File: src/rtl/ct_mat_exu_cfg_unit_v2.sv
// Matrix configuration unit: holds clamped sizeK/sizeM/sizeN, waits for in-flight
// matrix ops to drain before a size write, and returns an IID-tagged writeback.
module ct_mat_exu_cfg_unit_v2 #(
    parameter int                      SIZE_K_WIDTH = 16,
    parameter int                      SIZE_M_WIDTH = 8,
    parameter int                      SIZE_N_WIDTH = 8,
    parameter logic [SIZE_K_WIDTH-1:0] MAX_K        = 16'd256,
    parameter logic [SIZE_M_WIDTH-1:0] MAX_M        = 8'd16,
    parameter logic [SIZE_N_WIDTH-1:0] MAX_N        = 8'd16,
    parameter int                      IID_WIDTH    = 7
) (
    input  logic                    forever_cpuclk,
    input  logic                    cpurst_b,
    input  logic                    idu_mat_rf_cfg_vld,
    output logic                    mat_idu_rf_cfg_rdy,
    input  logic [3:0]              idu_mat_rf_cfg_op,
    input  logic [63:0]             idu_mat_rf_cfg_src0,
    input  logic [IID_WIDTH-1:0]    idu_mat_rf_cfg_iid,
    input  logic                    x_mat_inflight,
    input  logic                    rtu_yy_xx_flush,
    output logic                    mat_idu_cfg_wb_vld,
    input  logic                    idu_mat_cfg_wb_rdy,
    output logic [IID_WIDTH-1:0]    mat_idu_cfg_wb_iid,
    output logic [63:0]             mat_idu_cfg_wb_data,
    output logic                    mat_idu_cfg_wb_illegal,
    output logic [SIZE_K_WIDTH-1:0] x_sizeK,
    output logic [SIZE_M_WIDTH-1:0] x_sizeM,
    output logic [SIZE_N_WIDTH-1:0] x_sizeN,
    output logic [63:0]             mat_idu_cfg_sync_xmsize_csr,
    output logic                    mat_cfg_busy,
    output logic [1:0]              mat_cfg_state_dbg
);
    localparam int KW = SIZE_K_WIDTH;
    localparam int MW = SIZE_M_WIDTH;
    localparam int NW = SIZE_N_WIDTH;
    localparam int UW = KW + MW + NW;

    // Handshakes: a request moves on a clock edge where vld and rdy are both high;
    // the writeback is consumed on an edge where wb_vld and wb_rdy are both high.
    typedef enum logic [1:0] {IDLE = 2'd0, DRAIN = 2'd1, WB = 2'd2} state_e;

    state_e               state_q, state_d;
    logic [KW-1:0]        k_q, k_d;
    logic [MW-1:0]        m_q, m_d;
    logic [NW-1:0]        n_q, n_d;
    logic [3:0]           buf_op_q, buf_op_d;
    logic [UW-1:0]        buf_src_q, buf_src_d;
    logic [IID_WIDTH-1:0] buf_iid_q, buf_iid_d;
    logic                 wb_vld_q, wb_vld_d;
    logic [IID_WIDTH-1:0] wb_iid_q, wb_iid_d;
    logic [63:0]          wb_data_q, wb_data_d;
    logic                 wb_illegal_q, wb_illegal_d;

    logic [3:0]    sel_op;
    logic [UW-1:0] sel_src;
    logic          op_onehot, op_multi, accept, apply, load_wb;
    logic [KW-1:0] req_k;
    logic [MW-1:0] req_m;
    logic [NW-1:0] req_n;
    logic          unused_src;

    function automatic logic [63:0] pack_xmsize(input logic [KW-1:0] k,
                                                input logic [NW-1:0] n,
                                                input logic [MW-1:0] m);
        logic [63:0] x;
        x = '0;
        x[MW-1:0]      = m;
        x[MW +: NW]    = n;
        x[MW+NW +: KW] = k;
        return x;
    endfunction

    assign unused_src = ^idu_mat_rf_cfg_src0;

    always_comb begin
        state_d      = state_q;
        k_d          = k_q;
        m_d          = m_q;
        n_d          = n_q;
        buf_op_d     = buf_op_q;
        buf_src_d    = buf_src_q;
        buf_iid_d    = buf_iid_q;
        wb_vld_d     = wb_vld_q;
        wb_iid_d     = wb_iid_q;
        wb_data_d    = wb_data_q;
        wb_illegal_d = wb_illegal_q;
        apply        = 1'b0;
        load_wb      = 1'b0;

        accept    = (state_q == IDLE) && idu_mat_rf_cfg_vld && !rtu_yy_xx_flush;
        sel_op    = (state_q == DRAIN) ? buf_op_q  : idu_mat_rf_cfg_op;
        sel_src   = (state_q == DRAIN) ? buf_src_q : idu_mat_rf_cfg_src0[UW-1:0];
        op_onehot = (sel_op == 4'b0001) || (sel_op == 4'b0010) ||
                    (sel_op == 4'b0100) || (sel_op == 4'b1000);
        op_multi  = !op_onehot && (sel_op != 4'b0000);

        // ALL packs fields like xmsize; single-field ops take the operand LSBs.
        req_m = sel_src[MW-1:0];
        req_n = sel_op[3] ? sel_src[MW +: NW]    : sel_src[NW-1:0];
        req_k = sel_op[3] ? sel_src[MW+NW +: KW] : sel_src[KW-1:0];

        case (state_q)
            IDLE: begin
                if (accept) begin
                    buf_op_d  = idu_mat_rf_cfg_op;
                    buf_src_d = idu_mat_rf_cfg_src0[UW-1:0];
                    buf_iid_d = idu_mat_rf_cfg_iid;
                    if (x_mat_inflight && op_onehot) begin
                        state_d = DRAIN;
                    end else begin
                        apply        = op_onehot;
                        load_wb      = 1'b1;
                        wb_iid_d     = idu_mat_rf_cfg_iid;
                        wb_illegal_d = op_multi;
                    end
                end
            end
            DRAIN: begin
                if (rtu_yy_xx_flush) begin
                    state_d = IDLE;
                end else if (!x_mat_inflight) begin
                    apply        = 1'b1;
                    load_wb      = 1'b1;
                    wb_iid_d     = buf_iid_q;
                    wb_illegal_d = 1'b0;
                end
            end
            WB: begin
                if (rtu_yy_xx_flush || idu_mat_cfg_wb_rdy) begin
                    state_d  = IDLE;
                    wb_vld_d = 1'b0;
                end
            end
            default: state_d = IDLE;
        endcase

        if (apply && (sel_op[0] || sel_op[3])) k_d = (req_k > MAX_K) ? MAX_K : req_k;
        if (apply && (sel_op[1] || sel_op[3])) m_d = (req_m > MAX_M) ? MAX_M : req_m;
        if (apply && (sel_op[2] || sel_op[3])) n_d = (req_n > MAX_N) ? MAX_N : req_n;

        if (load_wb) begin
            state_d   = WB;
            wb_vld_d  = 1'b1;
            wb_data_d = pack_xmsize(k_d, n_d, m_d);
        end
    end

    always_ff @(posedge forever_cpuclk or negedge cpurst_b) begin
        if (!cpurst_b) begin
            state_q      <= IDLE;
            k_q          <= '0;
            m_q          <= '0;
            n_q          <= '0;
            buf_op_q     <= '0;
            buf_src_q    <= '0;
            buf_iid_q    <= '0;
            wb_vld_q     <= 1'b0;
            wb_iid_q     <= '0;
            wb_data_q    <= '0;
            wb_illegal_q <= 1'b0;
        end else begin
            state_q      <= state_d;
            k_q          <= k_d;
            m_q          <= m_d;
            n_q          <= n_d;
            buf_op_q     <= buf_op_d;
            buf_src_q    <= buf_src_d;
            buf_iid_q    <= buf_iid_d;
            wb_vld_q     <= wb_vld_d;
            wb_iid_q     <= wb_iid_d;
            wb_data_q    <= wb_data_d;
            wb_illegal_q <= wb_illegal_d;
        end
    end

    assign mat_idu_rf_cfg_rdy          = (state_q == IDLE) && !rtu_yy_xx_flush;
    assign mat_idu_cfg_wb_vld          = wb_vld_q;
    assign mat_idu_cfg_wb_iid          = wb_iid_q;
    assign mat_idu_cfg_wb_data         = wb_data_q;
    assign mat_idu_cfg_wb_illegal      = wb_illegal_q;
    assign x_sizeK                     = k_q;
    assign x_sizeM                     = m_q;
    assign x_sizeN                     = n_q;
    assign mat_idu_cfg_sync_xmsize_csr = pack_xmsize(k_q, n_q, m_q);
    assign mat_cfg_busy                = (state_q != IDLE);
    assign mat_cfg_state_dbg           = state_q;

endmodule

File: config.mk
export PLATFORM = sky130hd
export DESIGN_NAME = ct_mat_exu_cfg_unit_v2
export DESIGN_NICKNAME = d
export VERILOG_FILES = /design/src/rtl/ct_mat_exu_cfg_unit_v2.sv
export SDC_FILE = /design/constraint.sdc
export NUM_CORES = 1
export LEC_CHECK = 0
export BUFFER_PORTS_ARGS = -buffer_cell sky130_fd_sc_hd__buf_4
export CAP_MARGIN = 20
export CELL_PAD_IN_SITES_DETAIL_PLACEMENT = 1
export CELL_PAD_IN_SITES_GLOBAL_PLACEMENT = 1
export CORE_AREA = 10 10 146 148
export CTS_CLUSTER_SIZE = 16
export DETAILED_ROUTE_END_ITERATION = 8
export DIE_AREA = 0 0 156 158
export GPL_TIMING_DRIVEN = 0
export PLACE_DENSITY = 0.78
export SLEW_MARGIN = 20
export SYNTH_ARGS = -nofsm -noshare
export SYNTH_HDL_FRONTEND = slang
export SYNTH_SLANG_ARGS = --single-unit
File: constraint.sdc
create_clock -name forever_cpuclk -period 2 [get_ports forever_cpuclk]
set_input_delay 0.2 -clock forever_cpuclk [delete_from_list [all_inputs] [get_ports forever_cpuclk]]
set_output_delay 0.2 -clock forever_cpuclk [all_outputs]
set_load 0.005 [all_outputs]
Word level (Yosys, flattened, before mapping). Index checks and enable logic that the tools add are counted.

Magnitude comparators: 3. Equality and inequality tests: 14. Reduce and logical (&&, ||, !) cells: 27. Multiplexer cells: 37.

Operators by type and width (count): $mux W16 (3); $mux W8 (5); $mux W32 (1); $mux W7 (4); $gt A16 B9 Y1 const B (1); $gt A8 B5 Y1 const B (2); $pmux W7 S2 (1); $mux W1 (13); $mux W2 (5); $ne A3 B3 Y1 const B (3); $logic_and A1 B1 Y1 (8); $ne A2 B2 Y1 const B (4); $reduce_bool A2 Y1 (4); $logic_or A1 B1 Y1 (7); $pmux W1 S2 (3); $pmux W2 S3 (1); $reduce_and A5 Y1 (1); $eq A4 B1 Y1 const B (1); $eq A4 B2 Y1 const B (1); $eq A4 B3 Y1 const B (1); $eq A4 B4 Y1 const B (1); $mux W4 (1); $reduce_and A2 Y1 (2); $reduce_and A4 Y1 (1); 6 further kinds (7).

Input port bits: 81. Register bits: 118. Output and inout port bits: 173.

Depth between registers and ports, before layout. Gate-level depths: netlist of run 1.

Depth after elaboration: 12. Gate-level depth with buffers: 8.

Least setup slack after synthesis of run 1. No wires, ideal clock.

Path kind: reg-to-reg. From: register state_q[1], in the netlist mat_cfg_state_dbg[1]. To: register wb_data_q[9], in the netlist mat_idu_cfg_wb_data[9]. Data required time: 1.875 ns. Slack: -0.286 ns. Buffers on the path: 1. Arrival: 2.161 ns. Stages on the path, launching flop included: 8. Setup time: 0.125 ns. Path through: dfrtp_1 > and2b_4 > buf_4 > mux2i_1 > a211oi_2 > nor2_1 > mux2_2 > mux2_2.

Longest elaborated chain between the ends: 12.

Ends and longest elaborated chain: start, declared (line 42) `state_e state_q, state_d;`; start signal, assigned (line 162) `state_q <= state_d;`; $eq A2 B1 Y1 (line 91, 92, 102); $mux W4 (line 91) `sel_op = (state_q == DRAIN) ? buf_op_q : idu_mat_rf_cfg_op;`; $eq A4 B1 Y1 or $eq A4 B2 Y1 (tied branches) (line 93) `op_onehot = (sel_op == 4'b0001) || (sel_op == 4'b0010) ||`; $logic_or A1 B1 Y1 (2 in series) (line 93); $logic_or A1 B1 Y1 (line 94) `(sel_op == 4'b0100) || (sel_op == 4'b1000);`; $logic_and A1 B1 Y1 (line 108) `if (x_mat_inflight && op_onehot) begin`; $mux W1 (line 108); $mux W1 (line 104) `if (accept) begin`; $pmux W1 S2 (line 102) `case (state_q)`; $logic_and A1 B1 Y1 (line 139) `if (apply && (sel_op[2] || sel_op[3])) n_d = (req_n > MAX_N) ? MAX_N : req_n;`; $mux W8 (*) (line 139); named net n_d[1] (line 45) `logic [NW-1:0] n_q, n_d;`; end signal, assigned (line 171) `wb_data_q <= wb_data_d;`; end, declared (line 51) `logic [63:0] wb_data_q, wb_data_d;`.

The timed path passes the listed nets; every way through them passes the cells marked *. A chain may end at the register's enable or synchronous reset.

Worst setup path after layout of run 1.
From: register state_q[1], in the netlist mat_cfg_state_dbg[1]. To: register wb_data_q[4], in the netlist mat_idu_cfg_wb_data[4].

Longest elaborated chain between the ends: 12.

Ends and longest elaborated chain: $eq A2 B1 Y1 (line 91, 92, 102); $mux W4 (line 91); $eq A4 B1 Y1 or $eq A4 B2 Y1 (tied branches) (line 93); $logic_or A1 B1 Y1 (2 in series) (line 93); $logic_or A1 B1 Y1 (line 94); $logic_and A1 B1 Y1 (line 108); $mux W1 (line 108); $mux W1 (line 104); $pmux W1 S2 (line 102); $logic_and A1 B1 Y1 (line 138) `if (apply && (sel_op[1] || sel_op[3])) m_d = (req_m > MAX_M) ? MAX_M : req_m;`; $mux W8 (*) (line 138); named net m_d[4] (line 44) `logic [MW-1:0] m_q, m_d;`.

Marks and branches as above.

==> metrics.log, run 1 <==
INFO  metric status = finished with violations
INFO  metric violated_checks = setup timing
INFO  metric synth.top_cells.by_area = sky130_fd_sc_hd__dfrtp_1 50%, sky130_fd_sc_hd__mux2_2 16%, sky130_fd_sc_hd__buf_4 12%
INFO  metric synth_compound_area_frac = 0.0782
INFO  metric synth_enable_flop_cells = 0
INFO  metric final_cell_area = 9530 um^2
INFO  metric slew-limit-headroom = 0.412
INFO  metric cpMaxStageDelayCell = sky130_fd_sc_hd__dfrtp_2
INFO  metric synthAdderAreaFrac = 0.00168
INFO  metric p_leak = 4.79 nW
INFO  metric clock_sink_count = 118
INFO  metric cts_max_level = 4
INFO  metric power-per-cell-area = 1090 nW/um^2
INFO  metric synth-simple-area-share = 0.0839
INFO  metric sw_frac_of_total = 0.286
INFO  metric number_of_rows_in_the_core_area = 50
INFO  metric mappedNetlistArea = 5950 um^2
INFO  metric timing_worst_slew_pin_value = 874 ps
INFO  metric final_critical_path_time_including_i_o_delays_and_setup = 2290 ps
INFO  metric path_depth = 8
INFO  metric dpl.hpwl = 14.1 mm
INFO  metric clkPwrFrac = 0.338
INFO  metric yosysWarnings = 0
INFO  metric via_per_inst = 4.57
INFO  metric synth.top_cell.area_share = 0.496
INFO  metric timing.final.crit_share = 1.15
INFO  metric num-nets-final = 878
INFO  metric area_growth = 60.1%
INFO  metric setup_tns = -7510 ps
INFO  metric io_pins = 254
INFO  metric cts-root-buf = sky130_fd_sc_hd__clkbuf_16
INFO  metric critical_path_arrival = 2580 ps
INFO  metric first_iter_violations = 227
INFO  metric clk_path_buf_depth = 2
INFO  metric synth_seq_area_share = 0.496
INFO  metric cp_max_fo = 6
INFO  metric syn_area_per_cell = 11.6 um^2
INFO  metric finalCoreUtilization = 0.516
INFO  metric routed-via-count = 4775
INFO  metric globalRoute.totalOverflow = 0
INFO  metric synth_largest_area_cell = sky130_fd_sc_hd__dfrtp_1
INFO  metric total_power = 10.4 mW
INFO  metric setup_repair_after_global_routing_missed_its_margin = true
INFO  metric maximum_number_of_pins_on_one_net_before_global_route_repair = 68
INFO  metric comb_power_share = 0.324
INFO  metric finalWeightedCongestion = 0.787
INFO  metric synth-xor-area-share = 0.00588
INFO  metric path_cells = and2b_4, buf_6, buf_16, or3_4, o311ai_4, or2_4, mux2_4, mux2_2
INFO  metric tritoncts = built
INFO  metric yosysMostFrequentCell = sky130_fd_sc_hd__dfrtp_1
INFO  metric initial_core_utilization = 0.323
INFO  metric max_incr_delay_on_cp = 420 ps
INFO  metric cts_made_buffers = 17
INFO  metric number_of_pins_exceeding_their_max_slew_limit_in_the_final_report = 0
INFO  metric timing.max_cap.violations = 0
INFO  metric irDropWorstVdd = 0.000620 V
INFO  metric clock_insertion_delay_worst_skew = 410 ps
INFO  metric setup_violations = 48
INFO  metric final.setup_skew = 9.11 ps
INFO  metric final-instance-count-excl-fill = 1044
INFO  metric insertedDiodeCount = 0
INFO  metric largest_family_of_logic_cells_by_synthesized_area = multiplexers
INFO  metric dp.cells = 967
INFO  metric clk_pin_slew_worst_paths = 50 ps
INFO  metric r2r_cells = 8
INFO  metric multiplexer_area_fraction_after_synthesis = 0.193
INFO  metric wirelength = 20.1 mm
INFO  metric firstDrtPassIters = 4
INFO  metric crit_family = simple AND/OR/NAND/NOR gates
INFO  metric mapped_cells = 513
INFO  metric total_switching_power = 2.97 mW
INFO  metric synth.lib_cells_used.distinct = 50
INFO  metric critical_path_class = reg -> reg
INFO  metric hold_viol = 0
INFO  metric detail_route.wl_per_cell = 19.2 um
INFO  metric grt_pass1_wl = 30.0 mm
INFO  metric ys_async_sr_fraction = 1.00
INFO  metric dpl-instance-area = 7710 um^2
INFO  metric die_w = 156 um
INFO  metric hold-path-cell-count = 2
INFO  metric intPower = 7.41 mW
INFO  metric power_frac_seq = 0.338
INFO  metric detail-route-antenna-nets = 0
INFO  metric critical_path.endpoint_type = flop
INFO  metric numPortBuffers = 156
INFO  metric floorplan.die_area = 24600 um^2
INFO  metric start_kind = flop
INFO  metric core_region_area = 18500 um^2
INFO  metric first_global_vias = 5199
INFO  metric highest_clock_rate = 0.436 GHz
INFO  metric die_y = 158 um
INFO  metric hold_path_class = in -> reg
INFO  metric grt_usage = 0.155
INFO  metric antenna_found_initial = 0
INFO  metric setup_slack = -291 ps
INFO  metric ys_seq_elements = 118
INFO  metric number_of_remaining_drc_errors = 0
INFO  metric layout-drive-gt1-share = 0.605
INFO  metric predominant_post_synthesis_flop_cell = sky130_fd_sc_hd__dfrtp_1
INFO  metric critical_path_buf_inv_count = 2
INFO  metric synth.cells.most_frequent = 118 x sky130_fd_sc_hd__dfrtp_1, 97 x sky130_fd_sc_hd__buf_4, 82 x sky130_fd_sc_hd__mux2_2, 35 x sky130_fd_sc_hd__nand2_1, 21 x sky130_fd_sc_hd__mux2i_1
INFO  metric worst_ep_required_time = 2290 ps
-- placed cells by master, fill, tap and decap left out, types with 5 or more instances in the layout --
master / n
sky130_fd_sc_hd__buf_12: 6
sky130_fd_sc_hd__nand2_1: 35
sky130_fd_sc_hd__mux2_4: 39
sky130_fd_sc_hd__conb_1: 64
sky130_fd_sc_hd__bufinv_16: 6
sky130_fd_sc_hd__o21ai_2: 6
sky130_fd_sc_hd__a21oi_1: 8
sky130_fd_sc_hd__o21ai_1: 7
sky130_fd_sc_hd__clkbuf_16: 18
sky130_fd_sc_hd__buf_2: 5
sky130_fd_sc_hd__mux2i_1: 17
sky130_fd_sc_hd__buf_8: 5
sky130_fd_sc_hd__buf_4: 281
sky130_fd_sc_hd__and2_1: 7
sky130_fd_sc_hd__mux2_2: 44
sky130_fd_sc_hd__buf_6: 15
sky130_fd_sc_hd__dfrtp_1: 116
sky130_fd_sc_hd__nor4_1: 6
sky130_fd_sc_hd__nor2_1: 13
sky130_fd_sc_hd__nor3_1: 9
-- layer usage --
layer  vias up  share of wire  track usage
li1       2223              -            -
met1      2384           0.40        0.182
met2       155           0.51        0.265
met3        13          0.075       0.0532
met4         0          0.012       0.0405
met5         -              0            0
-- cell families after synthesis --
| group | count (synthesis) |
|---|---|
| buffers and inverters | 121 |
| muxes | 104 |
| other | 1 |
| and+or+nand+nor | 100 |
| adders and majority gates | 1 |
| xor gates and xnor gates | 4 |
| AOI/OAI and AO/OA | 64 |
| DFF | 118 |
-- timing repair --
action	CTS	global route
setup endpoints to repair	108	100
hold endpoints to repair	52	0
pin swaps	14	19
buffers inserted	33	14
cloned	2	1
gates resized for setup	125	60
hold buffers	2	0
-- power by group through the flow --
| stage | combinational (mW) | sequential (mW) | clock (mW) |
|---|---|---|---|
| finish | 3.37 | 3.51 | 3.51 |
| global route | 3.65 | 3.60 | 3.71 |
| global placement | 2.54 | 3.45 | 0 |
| CTS | 3.15 | 3.48 | 3.56 |
| detailed placement | 2.60 | 3.50 | 0 |
| floorplan | 1.46 | 3.40 | 0 |
-- registers in the layout (all words and copies together), names as in the netlist, 4 cells and up --
| register | cells |
|---|---|
| x_sizeM | 8 |
| buf_iid_q | 7 |
| buf_src_q | 32 |
| x_sizeN | 8 |
| buf_op_q | 4 |
| mat_idu_cfg_wb_iid | 7 |
| x_sizeK | 16 |
| mat_idu_cfg_wb_data | 32 |
-- final timing paths --
kind,from,to,slack [ps]
max,mat_cfg_state_dbg[1],mat_idu_cfg_wb_data[4],-290
min,idu_mat_rf_cfg_iid[2],buf_iid_q[2],30
max reg2reg,mat_cfg_state_dbg[1],mat_idu_cfg_wb_data[4],-290
min reg2reg,mat_idu_cfg_wb_iid[6],mat_idu_cfg_wb_iid[6],480
max in group asynchronous,cpurst_b,mat_cfg_state_dbg[1],950
min in group asynchronous,cpurst_b,buf_src_q[1],320
-- final cells by class --
cell class / instances / area, um^2
inverter: 3 / 11.3
multi-input combinational: 337 / 2960
sequential: 118 / 2960
tap: 234 / 293
clock inverter: 9 / 195
clock buffer: 23 / 478
buffer: 113 / 916
fill: 1994 / 8920
timing repair buffer: 207 / 1720
-- per-stage QoR --
stage          setup slack (ps)  hold slack (ps)
2_1_floorplan              -189            -95.6
3_3_place_gp               -978              404
3_5_place_dp               -988              194
4_1_cts                    -311             14.1
5_1_grt                    -361             11.0
6_report                   -291             25.7
No activity file was read; power rests on OpenSTA's default activity.
==> inputs of run 2 (changes only) <==
--- a/config.mk
+++ b/config.mk
@@ -10,11 +10,12 @@
 export CELL_PAD_IN_SITES_DETAIL_PLACEMENT = 1
 export CELL_PAD_IN_SITES_GLOBAL_PLACEMENT = 1
 export CORE_AREA = 10 10 146 148
+export CTS_BUF_LIST = sky130_fd_sc_hd__clkbuf_16
 export CTS_CLUSTER_SIZE = 16
 export DETAILED_ROUTE_END_ITERATION = 8
 export DIE_AREA = 0 0 156 158
 export GPL_TIMING_DRIVEN = 0
-export PLACE_DENSITY = 0.78
+export PLACE_DENSITY = 0.85
 export SLEW_MARGIN = 20
 export SYNTH_ARGS = -nofsm -noshare
 export SYNTH_HDL_FRONTEND = slang
==> run 2 against run 1 <==
  * The flow still finishes with violations (setup timing)
  * Fmax is 4.9% lower
  * Register-to-register slack got worse by 120 ps
  * Routed wire length grew 15%
  * Flip-flop and latch count is the same
  * Non-clock buffer count grew 13
  * Die area is the same
  * Clock skew is essentially flat
  * First-iteration DRC count down 17%
==> metrics.log, run 2 (synthesis results as in run 1) <==
INFO  metric status = finished with violations
INFO  metric violated_checks = setup timing
INFO  metric finalCoreUtilization = 0.529
INFO  metric cts_max_level = 4
INFO  metric initial_core_utilization = 0.323
INFO  metric worst_ep_required_time = 2300 ps
INFO  metric highest_clock_rate = 0.415 GHz
INFO  metric numPortBuffers = 156
INFO  metric first_iter_violations = 189
INFO  metric timing_worst_slew_pin_value = 1160 ps
INFO  metric clock_insertion_delay_worst_skew = 420 ps
INFO  metric critical_path.endpoint_type = flop
INFO  metric area_growth = 64.0%
INFO  metric critical_path_class = reg -> reg
INFO  metric detail_route.wl_per_cell = 21.8 um
INFO  metric final_common_cell = sky130_fd_sc_hd__buf_4
INFO  metric io_pins = 254
INFO  metric core_region_area = 18500 um^2
INFO  metric cts_made_buffers = 17
INFO  metric clk_path_buf_depth = 2
INFO  metric routed-via-count = 4978
INFO  metric via_per_inst = 4.71
INFO  metric number_of_remaining_drc_errors = 0
INFO  metric mostFrequentLayoutCells = 279 x sky130_fd_sc_hd__buf_4, 115 x sky130_fd_sc_hd__dfrtp_1, 64 x sky130_fd_sc_hd__conb_1, 54 x sky130_fd_sc_hd__mux2_2, 33 x sky130_fd_sc_hd__nand2_1
INFO  metric wirelength = 23.0 mm
INFO  metric num-nets-final = 891
INFO  metric cts-root-buf = sky130_fd_sc_hd__clkbuf_16
INFO  metric layout-drive-gt1-share = 0.620
INFO  metric floorplan.die_area = 24600 um^2
INFO  metric hold-path-cell-count = 2
INFO  metric timing.final.crit_share = 1.20
INFO  metric globalRoute.totalOverflow = 0
INFO  metric number_of_rows_in_the_core_area = 50
INFO  metric number_of_pins_exceeding_their_max_slew_limit_in_the_final_report = 0
INFO  metric final.setup_skew = 8.70 ps
INFO  metric hold_path_class = in -> reg
INFO  metric antenna_found_initial = 0
INFO  metric grt_usage = 0.166
INFO  metric first_global_vias = 5483
INFO  metric insertedDiodeCount = 0
INFO  metric clock_sink_count = 118
INFO  metric slew-limit-headroom = 0.217
INFO  metric final_critical_path_time_including_i_o_delays_and_setup = 2410 ps
INFO  metric clk_pin_slew_worst_paths = 60 ps
INFO  metric final_cell_area = 9760 um^2
INFO  metric power-per-cell-area = 1090 nW/um^2
INFO  metric tritoncts = built
INFO  metric finalWeightedCongestion = 0.783
INFO  metric die_w = 156 um
INFO  metric setup_violations = 108
INFO  metric die_y = 158 um
INFO  metric critical_path_arrival = 2710 ps
INFO  metric detail-route-antenna-nets = 0
INFO  metric dp.cells = 967
INFO  metric grt_pass1_wl = 31.5 mm
INFO  metric cp_max_fo = 6
INFO  metric dpl-instance-area = 7710 um^2
INFO  metric irDropWorstVdd = 0.000618 V
INFO  metric total_power = 10.6 mW
INFO  metric dp_worst_setup_slack = -891 ps
INFO  metric firstDrtPassIters = 4
INFO  metric hold_viol = 0
INFO  metric final-instance-count-excl-fill = 1057
INFO  metric p_leak = 4.86 nW
INFO  metric timing.max_cap.violations = 0
INFO  metric setup_slack = -410 ps
INFO  metric dpl.hpwl = 14.7 mm
INFO  metric r2r_cells = 11
INFO  metric setup_repair_after_global_routing_missed_its_margin = true
INFO  metric maximum_number_of_pins_on_one_net_before_global_route_repair = 75
INFO  metric start_kind = flop
[run 2: worst max-delay path: stages (launching register included)]
cell,delay [ps]
sky130_fd_sc_hd__dfrtp_2,460
sky130_fd_sc_hd__buf_4,160
sky130_fd_sc_hd__buf_6,110
sky130_fd_sc_hd__buf_6,100
sky130_fd_sc_hd__or2_4,250
sky130_fd_sc_hd__nor2_4,100
sky130_fd_sc_hd__and2_4,160
sky130_fd_sc_hd__buf_8,110
sky130_fd_sc_hd__buf_6,130
sky130_fd_sc_hd__buf_6,110
sky130_fd_sc_hd__bufbuf_16,260
sky130_fd_sc_hd__mux2_2,330
[run 2: power by group]
part           total (mW)  switching, mW  internal (mW)  leakage, nW
clock                3.37           1.18           2.19        0.305
sequential           3.56          0.548           3.01         1.51
combinational        3.68           1.58           2.10         3.05
total                10.6           3.30           7.31         4.86
[run 2: final timing paths]
check	slack (ps)	from	endpoint
max in group asynchronous	990	cpurst_b	mat_cfg_state_dbg[0]
worst max-delay path	-410	mat_cfg_state_dbg[1]	buf_src_q[4]
worst min-delay path	20	idu_mat_rf_cfg_src0[30]	buf_src_q[30]
worst min register to register	490	mat_idu_cfg_wb_iid[1]	mat_idu_cfg_wb_iid[1]
min in group asynchronous	270	cpurst_b	mat_idu_cfg_wb_data[5]
worst max register to register	-410	mat_cfg_state_dbg[1]	buf_src_q[4]
[run 2: layout make-up]
| type | instances | area [um^2] |
|---|---|---|
| fillers | 1927 | 8690 |
| multi-input cells | 337 | 3000 |
| flip-flops and latches | 118 | 2960 |
| repair buffers | 219 | 1920 |
| plain buffers | 114 | 941 |
| clock buffers | 17 | 425 |
| well taps | 234 | 293 |
| clock inverters | 15 | 211 |
| inverters | 3 | 11.3 |
[run 2: per-layer routing]
layer  track usage  up-vias  wire length (um)
met5             0        -                 0
met4        0.0513        0               469
met3        0.0651       26              2060
met2         0.285      211             11800
met1         0.185     2503              8690
li1              -     2238                 -
[run 2: what timing repair did]
action                                  4_1_cts  5_1_grt
pin swaps                                    11       20
hold buffers                                  2        0
setup buffers                                32       24
gates resized for setup                     109      100
hold endpoints to repair                     45        0
endpoints found under the setup margin      113      105
cloned                                        1        5
[run 2: per-stage QoR]
step / hold slack [ps] / TNS (ps)
2_1_floorplan: -95.6 / -4430
3_3_place_gp: 410 / -42750
3_5_place_dp: 156 / -46030
4_1_cts: 9.00 / -16310
5_1_grt: 5.91 / -30590
6_report: 21.3 / -24870
==> inputs of run 3 (changes only) <==
--- a/config.mk
+++ b/config.mk
@@ -5,15 +5,16 @@
 export SDC_FILE = /design/constraint.sdc
 export NUM_CORES = 1
 export LEC_CHECK = 0
+export ABC_AREA = 1
 export BUFFER_PORTS_ARGS = -buffer_cell sky130_fd_sc_hd__buf_4
 export CAP_MARGIN = 20
 export CELL_PAD_IN_SITES_DETAIL_PLACEMENT = 1
 export CELL_PAD_IN_SITES_GLOBAL_PLACEMENT = 1
-export CORE_AREA = 10 10 146 148
+export CORE_AREA = 10 10 176 137
 export CTS_BUF_LIST = sky130_fd_sc_hd__clkbuf_16
 export CTS_CLUSTER_SIZE = 16
 export DETAILED_ROUTE_END_ITERATION = 8
-export DIE_AREA = 0 0 156 158
+export DIE_AREA = 0 0 186 147
 export GPL_TIMING_DRIVEN = 0
 export PLACE_DENSITY = 0.85
 export SLEW_MARGIN = 20
==> run 3 against run 2 <==
  * The run still ends with setup timing left
  * Hold slack got worse by 2.1 ps
  * Routed wire length increased by 16%
  * Combinational power increased by 97%
  * Synthesized cell count increased by 62%
  * Flip-flop and latch count unchanged
  * Clock-buffer cell count unchanged
  * Global-route usage increased by 1.3 points
  * Setup slack improved by 190 ps
  * Utilization decreased by 1.9 points
  * Clock skew increased by 4.6 ps
  * Cell count increased by 37%
  * Critical endpoint is now mat_idu_cfg_wb_data[24]
==> metrics.log, run 3 <==
INFO  metric synth-xor-area-share = 0
INFO  metric numPortBuffers = 157
INFO  metric hold_viol = 0
INFO  metric antenna_found_initial = 1
INFO  metric number_of_rows_in_the_core_area = 46
INFO  metric critical_path_arrival = 2530 ps
INFO  metric synthAdderAreaFrac = 0
INFO  metric synth_seq_area_share = 0.470
INFO  metric clk_pin_slew_worst_paths = 60 ps
INFO  metric min_delay_worst_endpoint = buf_src_q[11]
INFO  metric synth.top_cells.by_area = sky130_fd_sc_hd__dfrtp_1 47%, sky130_fd_sc_hd__nand2_1 25%, sky130_fd_sc_hd__buf_4 12%
INFO  metric power-per-cell-area = 1330 nW/um^2
INFO  metric dpl.hpwl = 17.6 mm
INFO  metric final_common_cell = sky130_fd_sc_hd__buf_4
INFO  metric cpMaxStageDelayCell = sky130_fd_sc_hd__dfrtp_1
INFO  metric synth_largest_area_cell = sky130_fd_sc_hd__dfrtp_1
INFO  metric maximum_number_of_pins_on_one_net_before_global_route_repair = 73
INFO  metric r2r-end = mat_idu_cfg_wb_data[24]
INFO  metric ys_seq_elements = 118
INFO  metric detail_route.wl_per_cell = 18.5 um
INFO  metric yosysWarnings = 0
INFO  metric clock_sink_count = 118
INFO  metric setup_violations = 72
INFO  metric timing.max_cap.violations = 0
INFO  metric setup_repair_after_global_routing_missed_its_margin = true
INFO  metric critical_path.endpoint_type = flop
INFO  metric hold_path_class = in -> reg
INFO  metric mapped_cells = 832
INFO  metric start_kind = flop
INFO  metric synth_compound_area_frac = 0.0402
INFO  metric globalRoute.totalOverflow = 0
INFO  metric yosysMostFrequentCell = sky130_fd_sc_hd__nand2_1
INFO  metric worst_ep_required_time = 2310 ps
INFO  metric regArea = 2950 um^2
INFO  metric holdCritStartpoint = idu_mat_rf_cfg_src0[11]
INFO  metric initial_core_utilization = 0.303
INFO  metric mappedNetlistArea = 6290 um^2
INFO  metric routed-via-count = 6577
INFO  metric cts_made_buffers = 17
INFO  metric largest_family_of_logic_cells_by_synthesized_area = simple AND/OR/NAND/NOR gates
INFO  metric first_global_vias = 6981
INFO  metric core_region_area = 20700 um^2
INFO  metric worst_r2r_startpoint = mat_cfg_state_dbg[1]
INFO  metric irDropWorstVdd = 0.000530 V
INFO  metric first_iter_violations = 393
INFO  metric cts-root-buf = sky130_fd_sc_hd__clkbuf_16
INFO  metric dp.cells = 1317
INFO  metric die_w = 186 um
INFO  metric slew-limit-headroom = 0.529
INFO  metric finalCoreUtilization = 0.510
INFO  metric dp_worst_setup_slack = -385 ps
INFO  metric status = finished with violations
INFO  metric hold-path-cell-count = 3
INFO  metric clk_path_buf_depth = 2
INFO  metric mostFrequentLayoutCells = 300 x sky130_fd_sc_hd__buf_4, 298 x sky130_fd_sc_hd__nand2_1, 117 x sky130_fd_sc_hd__dfrtp_1, 81 x sky130_fd_sc_hd__nand2_2, 64 x sky130_fd_sc_hd__conb_1
INFO  metric p_leak = 5.76 nW
INFO  metric die_y = 147 um
INFO  metric synth_enable_flop_cells = 0
INFO  metric timing.reg2reg.setup_slack = -220 ps
INFO  metric number_of_pins_exceeding_their_max_slew_limit_in_the_final_report = 0
INFO  metric io_pins = 254
INFO  metric r2r_cells = 16
INFO  metric ys_async_sr_fraction = 1.00
INFO  metric synth-simple-area-share = 0.324
INFO  metric path_cells = inv_2, nand2_4, buf_12, o21ai_4, nand2_2, nand2_2, nand2_4, nand2_4, nand2_8, nor2_8, inv_8, buf_8, nand2_4, nand2_2, nand2_1, nand2_1
INFO  metric grt_usage = 0.179
INFO  metric cp_max_fo = 8
INFO  metric tritoncts = built
INFO  metric final-instance-count-excl-fill = 1444
INFO  metric final.fill_count = 2437
INFO  metric highest_clock_rate = 0.450 GHz
INFO  metric cts_max_level = 4
INFO  metric clock_insertion_delay_worst_skew = 420 ps
INFO  metric synth.cells.most_frequent = 418 x sky130_fd_sc_hd__nand2_1, 118 x sky130_fd_sc_hd__dfrtp_1, 100 x sky130_fd_sc_hd__buf_4, 34 x sky130_fd_sc_hd__nand3_1
INFO  metric grt_pass1_wl = 38.5 mm
INFO  metric number_of_remaining_drc_errors = 0
INFO  metric firstDrtPassIters = 4
INFO  metric via_per_inst = 4.55
INFO  metric predominant_post_synthesis_flop_cell = sky130_fd_sc_hd__dfrtp_1
INFO  metric floorplan.die_area = 27300 um^2
INFO  metric critical_path_class = reg -> reg
INFO  metric path_common_cell = sky130_fd_sc_hd__nand2_4
INFO  metric detail-route-antenna-nets = 0
INFO  metric area_growth = 68.1%
INFO  metric final.setup_skew = 13.3 ps
INFO  metric synth.lib_cells_used.distinct = 31
INFO  metric setup_slack = -224 ps
INFO  metric synth.top_cell.area_share = 0.470
INFO  metric violated_checks = setup timing
INFO  metric timing.final.crit_share = 1.11
INFO  metric wirelength = 26.7 mm
INFO  metric finalWeightedCongestion = 0.841
INFO  metric max_incr_delay_on_cp = 420 ps
INFO  metric layout-drive-gt1-share = 0.490
INFO  metric timing_worst_slew_pin_value = 706 ps
INFO  metric multi_input_comb_area = 3340 um^2
INFO  metric num-nets-final = 1247
INFO  metric multiplexer_area_fraction_after_synthesis = 0
INFO  metric final_critical_path_time_including_i_o_delays_and_setup = 2220 ps
INFO  metric syn_area_per_cell = 7.56 um^2
## run 3: layout make-up
cell class / count / share of cell area
diodes: 1 / 0.000237
plain buffers: 130 / 0.102
clock buffers: 17 / 0.0402
clock inverters: 15 / 0.0162
inverters: 33 / 0.0128
multi-input cells: 614 / 0.316
flip-flops and latches: 118 / 0.279
well taps: 264 / 0.0312
repair buffers: 252 / 0.202
## run 3: power by group
group	leakage (nW)	switching [mW]	internal (mW)	total, mW
Combinational	3.93	4.05	3.19	7.25
Sequential	1.54	0.541	3.16	3.70
Clock	0.291	1.29	1.87	3.16
Total	5.76	5.88	8.22	14.1
## run 3: cells by family (layout without fill, tap and decap cells)
logic type | after synthesis | after routing
simple gates | 506 | 506
buf+inv | 163 | 447
flops | 118 | 118
compound gates | 44 | 44
other cells | 1 | 65
## run 3: worst max-delay path by stage
| stage | endpoint | cells past startpoint | slack, ps | from |
|---|---|---|---|---|
| final | mat_idu_cfg_wb_data[24] | 16 | -220 | mat_cfg_state_dbg[1] |
| after global routing | mat_idu_cfg_wb_data[17] | 17 | -380 | mat_cfg_state_dbg[1] |
| after CTS | mat_idu_cfg_wb_data[11] | 15 | -130 | mat_cfg_state_dbg[1] |
| after detailed placement | mat_idu_cfg_wb_data[9] | 13 | -390 | mat_cfg_state_dbg[1] |
| after global placement | mat_idu_cfg_wb_data[9] | 13 | -270 | mat_cfg_state_dbg[1] |
| after floorplan | mat_idu_cfg_wb_data[24] | 16 | 140 | mat_cfg_state_dbg[1] |
## run 3: worst max-delay path, delay by kind of cell (launching register included)
kind,cells,cell delay [ps]
AO/OA/AOI/OAI,1,160
buffers and inverters,4,520
flip-flops,1,420
AND/OR/NAND/NOR,11,990
## run 3: per-layer routing
layer	global-route usage	part of all wire	up-vias
met4	0.0418	0.011	0
met1	0.215	0.41	3275
li1	-	-	3090
met5	0	0	-
met3	0.0505	0.060	29
met2	0.307	0.52	183
## run 3: timing repair
item | CTS | global route
gates cloned | 2 | 4
pin swaps | 34 | 80
hold endpoints to repair | 104 | 0
buffers inserted | 30 | 25
resized for setup | 108 | 206
endpoints found under the setup margin | 95 | 87
hold buffers | 34 | 0
## run 3: through the flow
| step | power [mW] | hold WS [ps] | area, um^2 | setup TNS [ps] |
|---|---|---|---|---|
| finish | 14.1 | 19.2 | 10600 | -9390 |
| global route | 14.9 | 19.4 | 10600 | -16100 |
| global placement | 8.13 | 406 | 8030 | -9760 |
| floorplan | 6.39 | -95.6 | 6520 | 0 |
| detailed placement | 8.35 | 268 | 8060 | -16580 |
| CTS | 12.5 | 0.0655 | 9600 | -2270 |
